File: config.mk
export PLATFORM = sky130hd
export DESIGN_NAME = gray_bin_converter_pipe
export DESIGN_NICKNAME = d
export VERILOG_FILES = /design/src/rtl/gray_pkg.sv /design/src/rtl/gray_skid_buffer.sv /design/src/rtl/gray_bin_converter_pipe.sv
export SDC_FILE = /design/constraint.sdc
export NUM_CORES = 1
export LEC_CHECK = 0
export ABC_CLOCK_PERIOD_IN_PS = 4700
export BUFFER_PORTS_ARGS = -buffer_cell sky130_fd_sc_hd__buf_2
export CORE_MARGIN = 3
export CORE_UTILIZATION = 47
export DETAILED_ROUTE_END_ITERATION = 10
export PLACE_DENSITY = 0.73
export SLEW_MARGIN = 25
export SYNTH_ARGS = -nofsm -noshare
export SYNTH_HDL_FRONTEND = slang
export SYNTH_HIERARCHICAL = 1
export SYNTH_SLANG_ARGS = --single-unit
File: constraint.sdc
create_clock -name clk -period 4.7 [get_ports clk]
set_input_delay 1.41 -clock clk [delete_from_list [all_inputs] [get_ports clk]]
set_output_delay 1.41 -clock clk [all_outputs]
set_load 0.005 [all_outputs]
File: src/rtl/gray_pkg.sv
//------------------------------------------------------------------------------
// Module      : gray_pkg
// Description : Shared mode encodings, skid-stage state type and Gray/binary
//               conversion helpers for the Gray<->binary pipeline.
// Revision    : 1.0  initial release
//------------------------------------------------------------------------------
`default_nettype none

package gray_pkg;

    localparam logic MODE_G2B = 1'b0;
    localparam logic MODE_B2G = 1'b1;

    // Helpers work on a wide word; callers zero-extend and truncate, which is
    // exact for both directions because high zero bits contribute nothing.
    localparam int MAX_W = 64;

    typedef enum logic [1:0] {
        SKID_EMPTY = 2'd0,
        SKID_ONE   = 2'd1,
        SKID_TWO   = 2'd2
    } skid_state_e;

    function automatic logic [MAX_W-1:0] gray2bin(input logic [MAX_W-1:0] g);
        logic [MAX_W-1:0] b;
        b[MAX_W-1] = g[MAX_W-1];
        for (int i = MAX_W - 2; i >= 0; i--) begin
            b[i] = b[i+1] ^ g[i];
        end
        return b;
    endfunction

    function automatic logic [MAX_W-1:0] bin2gray(input logic [MAX_W-1:0] b);
        return b ^ (b >> 1);
    endfunction

endpackage

`default_nettype wire

File: src/rtl/gray_skid_buffer.sv
//------------------------------------------------------------------------------
// Module      : gray_skid_buffer
// Description : Two-entry elastic stage (output register plus one skid entry)
//               with a registered in_ready.
// Revision    : 1.0  initial release
//------------------------------------------------------------------------------
`default_nettype none

module gray_skid_buffer
    import gray_pkg::*;
#(
    parameter int DW = 10
) (
    input  logic          clk,
    input  logic          rst_n,
    input  logic          in_valid,
    output logic          in_ready,
    input  logic [DW-1:0] in_data,
    output logic          out_valid,
    input  logic          out_ready,
    output logic [DW-1:0] out_data
);

    skid_state_e   state_q, state_d;
    logic [DW-1:0] out_q, out_d;
    logic [DW-1:0] skid_q, skid_d;
    logic          in_ready_q, in_ready_d;
    logic          out_valid_q, out_valid_d;
    logic          accept;
    logic          xfer;

    assign accept    = in_valid & in_ready_q;
    assign xfer      = out_valid_q & out_ready;
    assign in_ready  = in_ready_q;
    assign out_valid = out_valid_q;
    assign out_data  = out_q;

    always_comb begin
        state_d = state_q;
        out_d   = out_q;
        skid_d  = skid_q;
        case (state_q)
            SKID_EMPTY: begin
                if (accept) begin
                    out_d   = in_data;
                    state_d = SKID_ONE;
                end
            end
            SKID_ONE: begin
                if (accept && !xfer) begin
                    skid_d  = in_data;
                    state_d = SKID_TWO;
                end else if (!accept && xfer) begin
                    state_d = SKID_EMPTY;
                end else if (accept && xfer) begin
                    out_d   = in_data;
                end
            end
            SKID_TWO: begin
                if (xfer) begin
                    out_d   = skid_q;
                    state_d = SKID_ONE;
                end
            end
            default: state_d = SKID_EMPTY;
        endcase
        // Flags are registered from the next state so neither output has a
        // combinational path from out_ready.
        in_ready_d  = (state_d != SKID_TWO);
        out_valid_d = (state_d != SKID_EMPTY);
    end

    always_ff @(posedge clk or negedge rst_n) begin
        if (!rst_n) begin
            state_q     <= SKID_EMPTY;
            out_q       <= '0;
            skid_q      <= '0;
            in_ready_q  <= 1'b1;
            out_valid_q <= 1'b0;
        end else begin
            state_q     <= state_d;
            out_q       <= out_d;
            skid_q      <= skid_d;
            in_ready_q  <= in_ready_d;
            out_valid_q <= out_valid_d;
        end
    end

endmodule

`default_nettype wire

File: src/rtl/gray_bin_converter_pipe.sv
//------------------------------------------------------------------------------
// Module      : gray_bin_converter_pipe
// Description : Registered Gray<->binary converter with valid/ready streams,
//               Gray adjacency monitoring and a saturating error counter.
// Revision    : 1.0  initial release
//------------------------------------------------------------------------------
`default_nettype none

module gray_bin_converter_pipe
    import gray_pkg::*;
#(
    parameter int WIDTH = 8,
    parameter int CNT_W = 8
) (
    input  logic             clk,
    input  logic             rst_n,
    input  logic             in_valid,
    output logic             in_ready,
    input  logic [WIDTH-1:0] in_data,
    input  logic             in_mode,
    output logic             out_valid,
    input  logic             out_ready,
    output logic [WIDTH-1:0] out_data,
    output logic             out_mode,
    output logic             adj_err,
    input  logic             clr_err,
    output logic [CNT_W-1:0] err_count
);

    localparam int PC_W = $clog2(WIDTH + 1);

    logic [WIDTH-1:0] prev_g_q, prev_g_d;
    logic             prev_vld_q, prev_vld_d;
    logic [CNT_W-1:0] err_count_q, err_count_d;
    logic [WIDTH-1:0] conv;
    logic [WIDTH-1:0] diff;
    logic [PC_W-1:0]  ones;
    logic             is_g2b;
    logic             accept;
    logic             beat_err;
    logic [WIDTH+1:0] skid_in;
    logic [WIDTH+1:0] skid_out;

    assign is_g2b = (in_mode == MODE_G2B);
    assign accept = in_valid & in_ready;
    assign diff   = prev_g_q ^ in_data;

    assign conv = (in_mode == MODE_B2G) ? WIDTH'(bin2gray(MAX_W'(in_data)))
                                        : WIDTH'(gray2bin(MAX_W'(in_data)));

    always_comb begin
        ones = '0;
        for (int i = 0; i < WIDTH; i++) begin
            ones = ones + PC_W'(diff[i]);
        end
    end

    // A clear in the same cycle forgets the history before this beat is judged.
    assign beat_err = is_g2b & prev_vld_q & ~clr_err & (ones != PC_W'(1));

    always_comb begin
        prev_g_d    = prev_g_q;
        prev_vld_d  = prev_vld_q;
        err_count_d = err_count_q;
        if (accept && is_g2b) begin
            prev_g_d   = in_data;
            prev_vld_d = 1'b1;
        end else if (clr_err) begin
            prev_vld_d = 1'b0;
        end
        if (clr_err) begin
            err_count_d = '0;
        end else if (accept && beat_err && (err_count_q != {CNT_W{1'b1}})) begin
            err_count_d = err_count_q + CNT_W'(1);
        end
    end

    always_ff @(posedge clk or negedge rst_n) begin
        if (!rst_n) begin
            prev_g_q    <= '0;
            prev_vld_q  <= 1'b0;
            err_count_q <= '0;
        end else begin
            prev_g_q    <= prev_g_d;
            prev_vld_q  <= prev_vld_d;
            err_count_q <= err_count_d;
        end
    end

    assign skid_in   = {beat_err, in_mode, conv};
    assign err_count = err_count_q;
    assign {adj_err, out_mode, out_data} = skid_out;

    gray_skid_buffer #(
        .DW (WIDTH + 2)
    ) u_skid (
        .clk       (clk),
        .rst_n     (rst_n),
        .in_valid  (in_valid),
        .in_ready  (in_ready),
        .in_data   (skid_in),
        .out_valid (out_valid),
        .out_ready (out_ready),
        .out_data  (skid_out)
    );

endmodule

`default_nettype wire

## Word-level counts from Yosys, hierarchy flattened

Index checks and enable logic that the tools add are counted.

| storage, ports and cells | value |
|---|---|
| register bits | 41 |
| output and inout bits | 20 |
| logic and storage cells | 73 |

| cells by class | value |
|---|---|
| add/sub/neg operators | 8 |
| equal/unequal tests | 10 |
| muxes and demuxes | 16 |
| bitwise gates (word level) | 16 |
| reductions and logical operators | 15 |

Operators by type and width:

| cell | number |
|---|---|
| 2-to-1 mux 10 bit | 5 |
| case mux 10 bit (3 select lines) | 1 |
| 2-to-1 mux 8 bit | 3 |
| adder 4 x 1 -> 4 bit | 4 |
| adder 8 x 1 -> 8 bit, second input constant | 1 |
| 2-to-1 mux 2 bit | 4 |
| != test 2 bit, second input constant | 4 |
| != test 8 bit, second input constant | 1 |
| XOR 8 x 7 -> 8 bit | 1 |
| XOR 8 bit | 1 |
| XOR 1 bit | 7 |
| logical AND 1 bit | 6 |
| case mux 2 bit (3 select lines) | 1 |
| AND reduction 6 bit | 1 |
| nonzero test 2 bit | 3 |
| bitwise AND 1 bit | 5 |
| adder 3 x 1 -> 4 bit | 1 |
| != test 2 x 1 -> 1 bit, second input constant | 2 |
| != test 4 x 1 -> 1 bit, second input constant | 1 |
| adder 2 x 1 -> 3 bit | 1 |
| nonzero test 3 bit | 1 |
| adder 1 x 1 -> 2 bit | 1 |
| equality test 2 x 1 -> 1 bit, second input constant | 1 |
| equality test 2 bit, second input constant | 1 |
| 5 further kinds | 8 |

## Depth between registers and ports, before layout

Gate-level depths: netlist of run 1.

| depth | value |
|---|---|
| word-level depth | 14 |
| gate-level depth with buffers | 17 |

## Hierarchy

Netlist of run 1, hierarchy kept.

By module, submodules not included:

| module | times used | cells an instance | area each (sq um) | seq. area each (sq um) |
|---|---|---|---|---|
| gray_bin_converter_pipe | 1 | 119 | 1207.4 | 425.4 |
| gray_skid_buffer | 1 | 95 | 1084.8 | 601.8 |

## Worst setup path before layout of run 1

OpenSTA, ideal clock, no wires.

| timing | value |
|---|---|
| kind | input -> register |
| from | input in_data[3] |
| to | register err_count_q[7] (netlist: err_count[7]) |
| arrival time | 4.941 ns |
| required time | 4.623 ns |
| path slack | -0.318 ns |
| stages | 15 |
| buffers on the path | 1 |
| cell sequence | clkbuf_1 > xor2_1 > fa_1 > inv_1 > fa_1 > fa_1 > inv_1 > ha_1 > inv_1 > fa_1 > nor2b_1 > a31oi_1 > o21ai_2 > or4_1 > a21oi_1 |

| between the ends | value |
|---|---|
| longest elaborated chain between the ends | 11 |

Ends and longest elaborated chain:

| what | RTL line | text |
|---|---|---|
| start: declaration | gray_bin_converter_pipe.sv:19 | `input logic [WIDTH-1:0] in_data,` |
| XOR 8 bit | gray_bin_converter_pipe.sv:46 | `assign diff = prev_g_q ^ in_data;` |
| adder 3 x 1 -> 4 bit | gray_bin_converter_pipe.sv:54 | `ones = ones + PC_W'(diff[i]);` |
| adder 4 x 1 -> 4 bit (4 in a row) | gray_bin_converter_pipe.sv:54 |  |
| != test 4 x 1 -> 1 bit | gray_bin_converter_pipe.sv:59 | `assign beat_err = is_g2b & prev_vld_q & ~clr_err & (ones != PC_W'(1));` |
| bitwise AND 1 bit | gray_bin_converter_pipe.sv:59 |  |
| logical AND 1 bit (2 in a row) | gray_bin_converter_pipe.sv:73 | `end else if (accept && beat_err && (err_count_q != {CNT_W{1'b1}})) begin` |
| nonzero test 2 bit (no line) | - |  |
| end signal: assignment | gray_bin_converter_pipe.sv:86 | `err_count_q <= err_count_d;` |
| end: declaration | gray_bin_converter_pipe.sv:34 | `logic [CNT_W-1:0] err_count_q, err_count_d;` |

Every way passes these cells.
A chain may end at the register's enable or synchronous reset.

## Final worst setup path of run 1

| timing | value |
|---|---|
| from | input in_data[0] |
| to | register err_count_q[4] (netlist: err_count[4]) |

| between the ends | value |
|---|---|
| longest elaborated chain between the ends | 13 |

Ends and longest elaborated chain:

| what | RTL line |
|---|---|
| XOR 8 bit | gray_bin_converter_pipe.sv:46 |
| adder 1 x 1 -> 2 bit | gray_bin_converter_pipe.sv:54 |
| adder 2 x 1 -> 3 bit | gray_bin_converter_pipe.sv:54 |
| adder 3 x 1 -> 4 bit | gray_bin_converter_pipe.sv:54 |
| adder 4 x 1 -> 4 bit (4 in a row) | gray_bin_converter_pipe.sv:54 |
| != test 4 x 1 -> 1 bit | gray_bin_converter_pipe.sv:59 |
| bitwise AND 1 bit | gray_bin_converter_pipe.sv:59 |
| logical AND 1 bit (2 in a row) | gray_bin_converter_pipe.sv:73 |
| nonzero test 2 bit (no line) | - |

Every way passes these cells.

==> results of run 1 <==
==> final cells by class <==
type                    count  area [um2]  area share [%]
multi-input cells         157        1280            45.5
flip-flops and latches     41        1030            36.6
repair buffers             45         279            9.93
well taps                  65        81.3            2.89
clock buffers               5        68.8            2.45
clock inverters             3        46.3            1.65
inverters                   8        30.0            1.07
==> through the flow <==
stage	power (mW)	util [%]	setup slack (ns)
after floorplan	1.19	-	-0.122
after global placement	1.42	56.0	-0.246
after detailed placement	1.50	56.0	-0.389
after CTS	1.83	59.0	0.00446
after global routing	2.17	62.0	-0.132
final	2.01	62.0	-0.0443
==> synth_stat cells <==
library cell,count
nand3b_1,1
nor3_1,2
o21ai_0,6
fa_1,4
a31oi_4,1
nand2_1,39
xnor2_1,16
and2b_1,2
nand3_1,3
and2_1,2
o21a_1,1
nand2b_4,1
a21oi_1,5
o22ai_1,1
xor2_1,7
or3_1,3
buf_4,1
o21ai_2,2
a21boi_0,1
mux2i_1,2
clkbuf_2,1
ha_1,4
o211ai_1,1
mux2_2,28
and3_1,2
buf_2,1
or2_2,2
a31oi_1,1
nor2b_1,2
buf_6,2
nand3_2,1
a311oi_2,1
or3b_4,1
a21o_1,1
o31ai_1,2
or4_1,2
inv_1,8
clkbuf_1,3
nor2_1,10
dfstp_2,1
dfrtp_1,40
==> worst max path at each step <==
stage                          start                  endpoint  slack [ns]  depth (start not counted)
after floorplan           in_data[3]  err_count[3]$_DFFE_PN0P_       -0.12                         16
after global placement    in_data[0]  err_count[7]$_DFFE_PN0P_       -0.25                         15
after detailed placement  in_data[0]  err_count[7]$_DFFE_PN0P_       -0.39                         15
after CTS                 in_data[0]  err_count[7]$_DFFE_PN0P_       0.004                         15
after global routing      in_data[0]  err_count[4]$_DFFE_PN0P_       -0.13                         17
final                     in_data[0]  err_count[4]$_DFFE_PN0P_       -0.04                         17
==> per-layer routing <==
layer,up-vias,track usage [%]
met4,0,6.02
met5,-,0
met3,6,5.28
li1,802,-
met2,34,26.9
met1,793,22.3
==> registers in the layout, indices dropped and copies added (netlist names) <==
| name | flops |
|---|---|
| u_skid/out_valid | 1 |
| prev_vld_q | 1 |
| u_skid/state_q | 2 |
| u_skid/out_data | 10 |
| u_skid/in_ready | 1 |
| u_skid/skid_q | 10 |
| err_count | 8 |
| prev_g_q | 8 |
==> logic make-up after synthesis <==
family | synth area share, %
flip-flops | 44.8
buffers and inverters | 3.55
AO/OA/AOI/OAI | 7.26
XOR/XNOR | 8.79
adder cells (fa/ha/maj) | 5.68
multiplexers | 14.6
AND/OR/NAND/NOR | 15.3
==> placed cells by master, fill, tap and decap left out, types with 2 or more instances in the layout <==
| cell type | instances |
|---|---|
| a31oi_4 | 2 |
| o31ai_1 | 2 |
| or2_2 | 2 |
| mux2i_1 | 2 |
| buf_4 | 10 |
| o21ai_0 | 5 |
| buf_2 | 31 |
| fa_1 | 3 |
| ha_1 | 3 |
| a21oi_2 | 4 |
| clkbuf_8 | 5 |
| mux2_2 | 28 |
| inv_1 | 7 |
| and2_1 | 2 |
| buf_6 | 3 |
| nor2_1 | 9 |
| nand2_1 | 39 |
| nor3_1 | 2 |
| and3_1 | 2 |
| and2b_1 | 2 |
| xor2_2 | 3 |
| xor2_1 | 4 |
| xnor2_1 | 16 |
| or3_4 | 3 |
| nand3_1 | 3 |
| dfrtp_1 | 40 |
==> critical path: cells and delay by family <==
kind,cells,cell delay (ns)
buffers and inverters,6,0.50
adder cells (fa/ha/maj),5,1.98
XOR/XNOR,1,0.14
AO/OA/AOI/OAI,3,0.42
AND/OR/NAND/NOR,2,0.50
==> where the power goes <==
part	internal [mW]	leakage, nW	switching, mW
clock	0.159	0.0543	0.132
sequential	0.485	0.505	0.0830
combinational	0.579	0.736	0.572
==> repair_timing <==
item / CTS / global route
pin swaps: 1 / 6
setup buffers: 3 / 3
hold endpoints to repair: 0 / 0
endpoints found under the setup margin: 1 / 8
resized for setup: 0 / 25
==> results.md, run 1 <==
* Run status: finished, violations left
* Failing checks: negative setup slack
* WHS Path Cells at 1
* I/O pin count at 34
* Hold EP: u_skid/out_data[9]$_DFFE_PN0P_
* First-pass GRT wire length at 7330 um
* Worst skew pair latency at 0.30 ns
* Total GRT Usage at 17.1%
* Clock sink count at 41
* Maxcap violations at 0
* Drt pass-1 iters at 4
* Rows at 24
* DIE AREA at 0.00575 mm2
* Reg2reg start: prev_g_q[0]$_DFFE_PN0P_
* Final Slew Violations at 0
* Metal3 WL at 208 um
* Final WS setup at -0.0443 ns
* # placed instances at 310
* Hold slack final at 0.503 ns
* Synth top area share at 43.7%
* Net count reported at finish at 280
* Layout area overhead at 22.6%
* Final hold vios at 0
* R2R Path End: err_count[4]$_DFFE_PN0P_
* Post-synthesis cell count at 214
* Max layer used: met4
* Largest net degree at the start of global routing at 42
* Vias in the first global route at 1596
* Post-detail-place hpwl at 3100 um
* M1 WL at 2020 um
* Syn Area/Cell at 10.7 um2
* Gr ovfl total at 0
* Layout cells sized above 1 at 41.7%
* Clock root cell: clkbuf_8
* Seq/Total Area, Yosys at 44.8%
* Worst setup SP type: primary input
* Flops & latches, synth at 41
* Die W at 75.8 um
* Minimum clock period at 4.74 ns
* Fillers at 381
* R2r setup slk at 0.70 ns
* R2R depth at 16
* Lkg Pwr at 1.30 nW
* CTS buffer count at 5
* Max Buffers Root-to-Sink at 2
* Least-Margin Pin Slew at 0.897 ns
* Worst slew margin at 40.2%
* Initial antenna violation count at 0
* Initial drt markers at 123
* Setup Viol. Count Final at 2
* Final period util at 101%
* Port Buffer Count at 33
* Hold_buf cts at 0
* Cell variety after synth at 41
* Most frequent CP cell: fa_1
* Initial Util at 50.6%
* Setup Crit Path Kind: in -> reg
* Number of inserted diodes at 0
* Fin area at 0.00281 mm2
* HP Start: u_skid/out_data[9]$_DFFE_PN0P_
* Clk_skew at 0.00770 ns
* Fin cells at 324
* Cell area after synthesis at 0.00229 mm2
* Fin Setup TNS at -0.0858 ns
* Drt total wl at 4520 um
* Worst path max stage delay at 0.54 ns
* YS warnings at 6
* Core ar. at 0.00453 mm2
* DP Area at 0.00254 mm2
* Htree depth at 2
* Fmax at 0.211 GHz
* Crit path capture type: flip-flop
* CP Data Required Time at 4.93 ns
* Final GP Congestion at 0.757
* Pwr/cell area at 715 mW/mm2
* Yosys top cell by area: dfrtp_1
* Syn nets at 236
* RSZ-0062 raised after global routing: true
* Critical Path Slowest Stage Cell: fa_1
* ANT nets after route at 0
* Met2 wire length at 2240 um
* Critical path peak fanout at 5
* Synth area leaders: dfrtp_1 (44%), mux2_2 (14%), nand2_1 (6.4%)
* Critical path data arrival time at 4.98 ns
* IR drop worst, VDD at 0.539 mV
* DR vias/cell at 5.05
* Drc violations at 0
* Routed WL per cell at 13.9 um
* HP Class: reg -> reg
* Crit-path cells: buf_8, xor2_2, fa_1, inv_1, fa_1, fa_1, inv_1, ha_2, inv_2, fa_2, nor2b_4, a31oi_4, o21ai_4, buf_6, buf_6, or3_4, a21oi_2
* DIE HEIGHT at 75.8 um
* Worst-path clk slew at 0.08 ns
* Via Count at 1635
* CTS tree: yes
Note: power is estimated with default switching activity, not from simulation.
==> run 2: changes to the inputs <==
CTS_BUF_LIST = sky130_fd_sc_hd__clkbuf_16   (was not set)
==> results.md, run 2 (synthesis gave the netlist of run 1 again) <==
* Final WS setup at -0.0347 ns (+0.00963 ns)
* Post-layout util at 62.5% (+0.55 points)
* Worst skew pair latency at 0.29 ns (about the same)
* Routed WL per cell at 14.3 um (+2.5%)
* DIE HEIGHT at 75.8 um (unchanged)
* Htree depth at 2 (unchanged)
* Initial drt markers at 121 (-1.6%)
* Pwr/cell area at 775 mW/mm2 (+8.3%)
* Setup Crit Path Kind: in -> reg
* Rows at 24 (unchanged)
* Net count reported at finish at 279 (-0.36%)
* Clock sink count at 41 (unchanged)
* Gr ovfl total at 0 (unchanged)
* Fin Setup TNS at -0.0347 ns (+0.0511 ns)
* Fin area at 0.00284 mm2 (+0.89%)
* R2r setup slk at 0.79 ns (+0.09 ns)
* Worst-path clk slew at 0.06 ns (-0.02 ns)
* WHS Path Cells at 1 (unchanged)
* Crit path capture type: flip-flop
* R2R depth at 14 (-2)
* Worst setup SP type: primary input
* DR vias/cell at 5.05 (+0.13%)
* RSZ-0062 raised after global routing: true
* Failing checks: negative setup slack
* Critical Path Slowest Stage Cell: fa_1
* IR drop worst, VDD at 0.587 mV (+8.9%)
* Clock root cell: clkbuf_16
* Most common cell after layout, fill and taps aside: dfrtp_1
* Maxcap violations at 0 (unchanged)
* Die W at 75.8 um (unchanged)
* CP Data Required Time at 4.92 ns (about the same)
* Minimum clock period at 4.73 ns (-0.00963 ns)
* Vias in the first global route at 1596 (unchanged)
* HP Start: u_skid/out_data[9]$_DFFE_PN0P_
* Total GRT Usage at 17.3% (+0.25 points)
* CTS buffer count at 5 (unchanged)
* Pwr Total at 2.20 mW (+9.3%)
* Final hold vios at 0 (unchanged)
* Fmax at 0.211 GHz (+0.20%)
* Critical path peak fanout at 5 (unchanged)
* Lkg Pwr at 1.31 nW (+0.92%)
* Commonest non-fill, non-tap cells in the layout: dfrtp_1 (40), nand2_1 (38), buf_2 (32)
* Initial Util at 50.6% (unchanged)
* Number of inserted diodes at 0 (unchanged)
* CTS tree: yes
* DIE AREA at 0.00575 mm2 (unchanged)
* ANT nets after route at 0 (unchanged)
* Drc violations at 0 (unchanged)
* Run status: finished, violations left
* Crit-path cells: buf_8, xor2_2, fa_1, inv_1, fa_1, fa_1, inv_1, ha_2, inv_2, fa_2, nor2b_4, a31oi_4, o21ai_4, or4_4, a21oi_2
* Hold EP: u_skid/out_data[9]$_DFFE_PN0P_
* Worst path max stage delay at 0.55 ns (about the same)
* Via Count at 1632 (-0.18%)
* Reg2reg start: prev_g_q[0]$_DFFE_PN0P_
* Max Buffers Root-to-Sink at 2 (unchanged)
* Layout area overhead at 23.7%
* Most frequent CP cell: fa_1
* First-pass GRT wire length at 7470 um (+1.8%)
* Post-detail-place hpwl at 3100 um (unchanged)
* Layout cells sized above 1 at 39.9% (-1.8 points)
* Final Slew Violations at 0 (unchanged)
* Least-Margin Pin Slew at 0.906 ns (+0.00869 ns)
* Port Buffer Count at 33 (unchanged)
* Final period util at 101% (-0.20 points)
* Drt pass-1 iters at 4 (unchanged)
* Drt total wl at 4620 um (+2.2%)
* HP Class: reg -> reg
* Final GP Congestion at 0.757 (unchanged)
* R2R Path End: err_count[7]$_DFFE_PN0P_
* DP Area at 0.00254 mm2 (unchanged)
* Initial antenna violation count at 0 (unchanged)
* Hold slack final at 0.498 ns (-0.00513 ns)
* Core ar. at 0.00453 mm2 (unchanged)
* Largest net degree at the start of global routing at 42 (unchanged)
* Worst slew margin at 39.6% (-0.58 points)
* Clk_skew at 0.00704 ns (-0.000666 ns)
* Critical path data arrival time at 4.95 ns (-0.03 ns)
* I/O pin count at 34 (unchanged)
* Setup Viol. Count Final at 1 (-1)
==> run 2: worst max-delay path, delay by kind of cell <==
kind	cells	cell delay, ns
buf+inv	4	0.26
xor+xnor	1	0.17
compound gates	3	0.46
simple gates	2	0.66
fa+ha+maj	5	1.99
==> run 2: cell type report <==
cell class	count	area, um2
Fill cell	382	1700
Multi-Input combinational cell	158	1270
Clock inverter	3	46.3
Sequential cell	41	1030
Timing Repair Buffer	43	258
Inverter	8	30.0
Clock buffer	5	125
Tap cell	65	81.3
==> run 2: metrics by stage <==
step | setup WS [ns] | cells
3_3_place_gp | -0.246 | 310
2_1_floorplan | -0.122 | 214
5_1_grt | -0.162 | 323
6_report | -0.0347 | 323
3_5_place_dp | -0.389 | 310
4_1_cts | -0.0267 | 320
==> run 2: what timing repair did <==
action                     in CTS  in global routing
gates resized for setup         2                 18
pin swaps                       1                  4
buffers inserted                2                  2
hold endpoints to repair        0                  0
setup endpoints to repair       2                  8
cloned                          0                  1
hold buffers                    0                  0
==> run 2: worst max path at each step <==
stage,start,end,slack [ns],cells after the start
after floorplan,in_data[3],err_count[3]$_DFFE_PN0P_,-0.12,16
after global placement,in_data[0],err_count[7]$_DFFE_PN0P_,-0.25,15
after detailed placement,in_data[0],err_count[7]$_DFFE_PN0P_,-0.39,15
after CTS,in_data[0],err_count[7]$_DFFE_PN0P_,-0.03,15
after global routing,in_data[0],err_count[7]$_DFFE_PN0P_,-0.16,15
final,in_data[0],err_count[7]$_DFFE_PN0P_,-0.03,15
==> run 2: where the power goes <==
part / switching, mW / internal [mW]
Clock: 0.142 / 0.251
Combinational: 0.639 / 0.597
Sequential: 0.0806 / 0.486
Total: 0.862 / 1.33
==> run 2: metal layers <==
layer,routed length [um],global-route usage [%],vias to the layer above,share of wire [%]
met5,0,0,-,0
met4,110,5.63,0,2.4
met3,183,5.01,10,4.0
met2,2240,28.0,28,49
met1,2080,22.4,789,45
li1,-,-,805,-
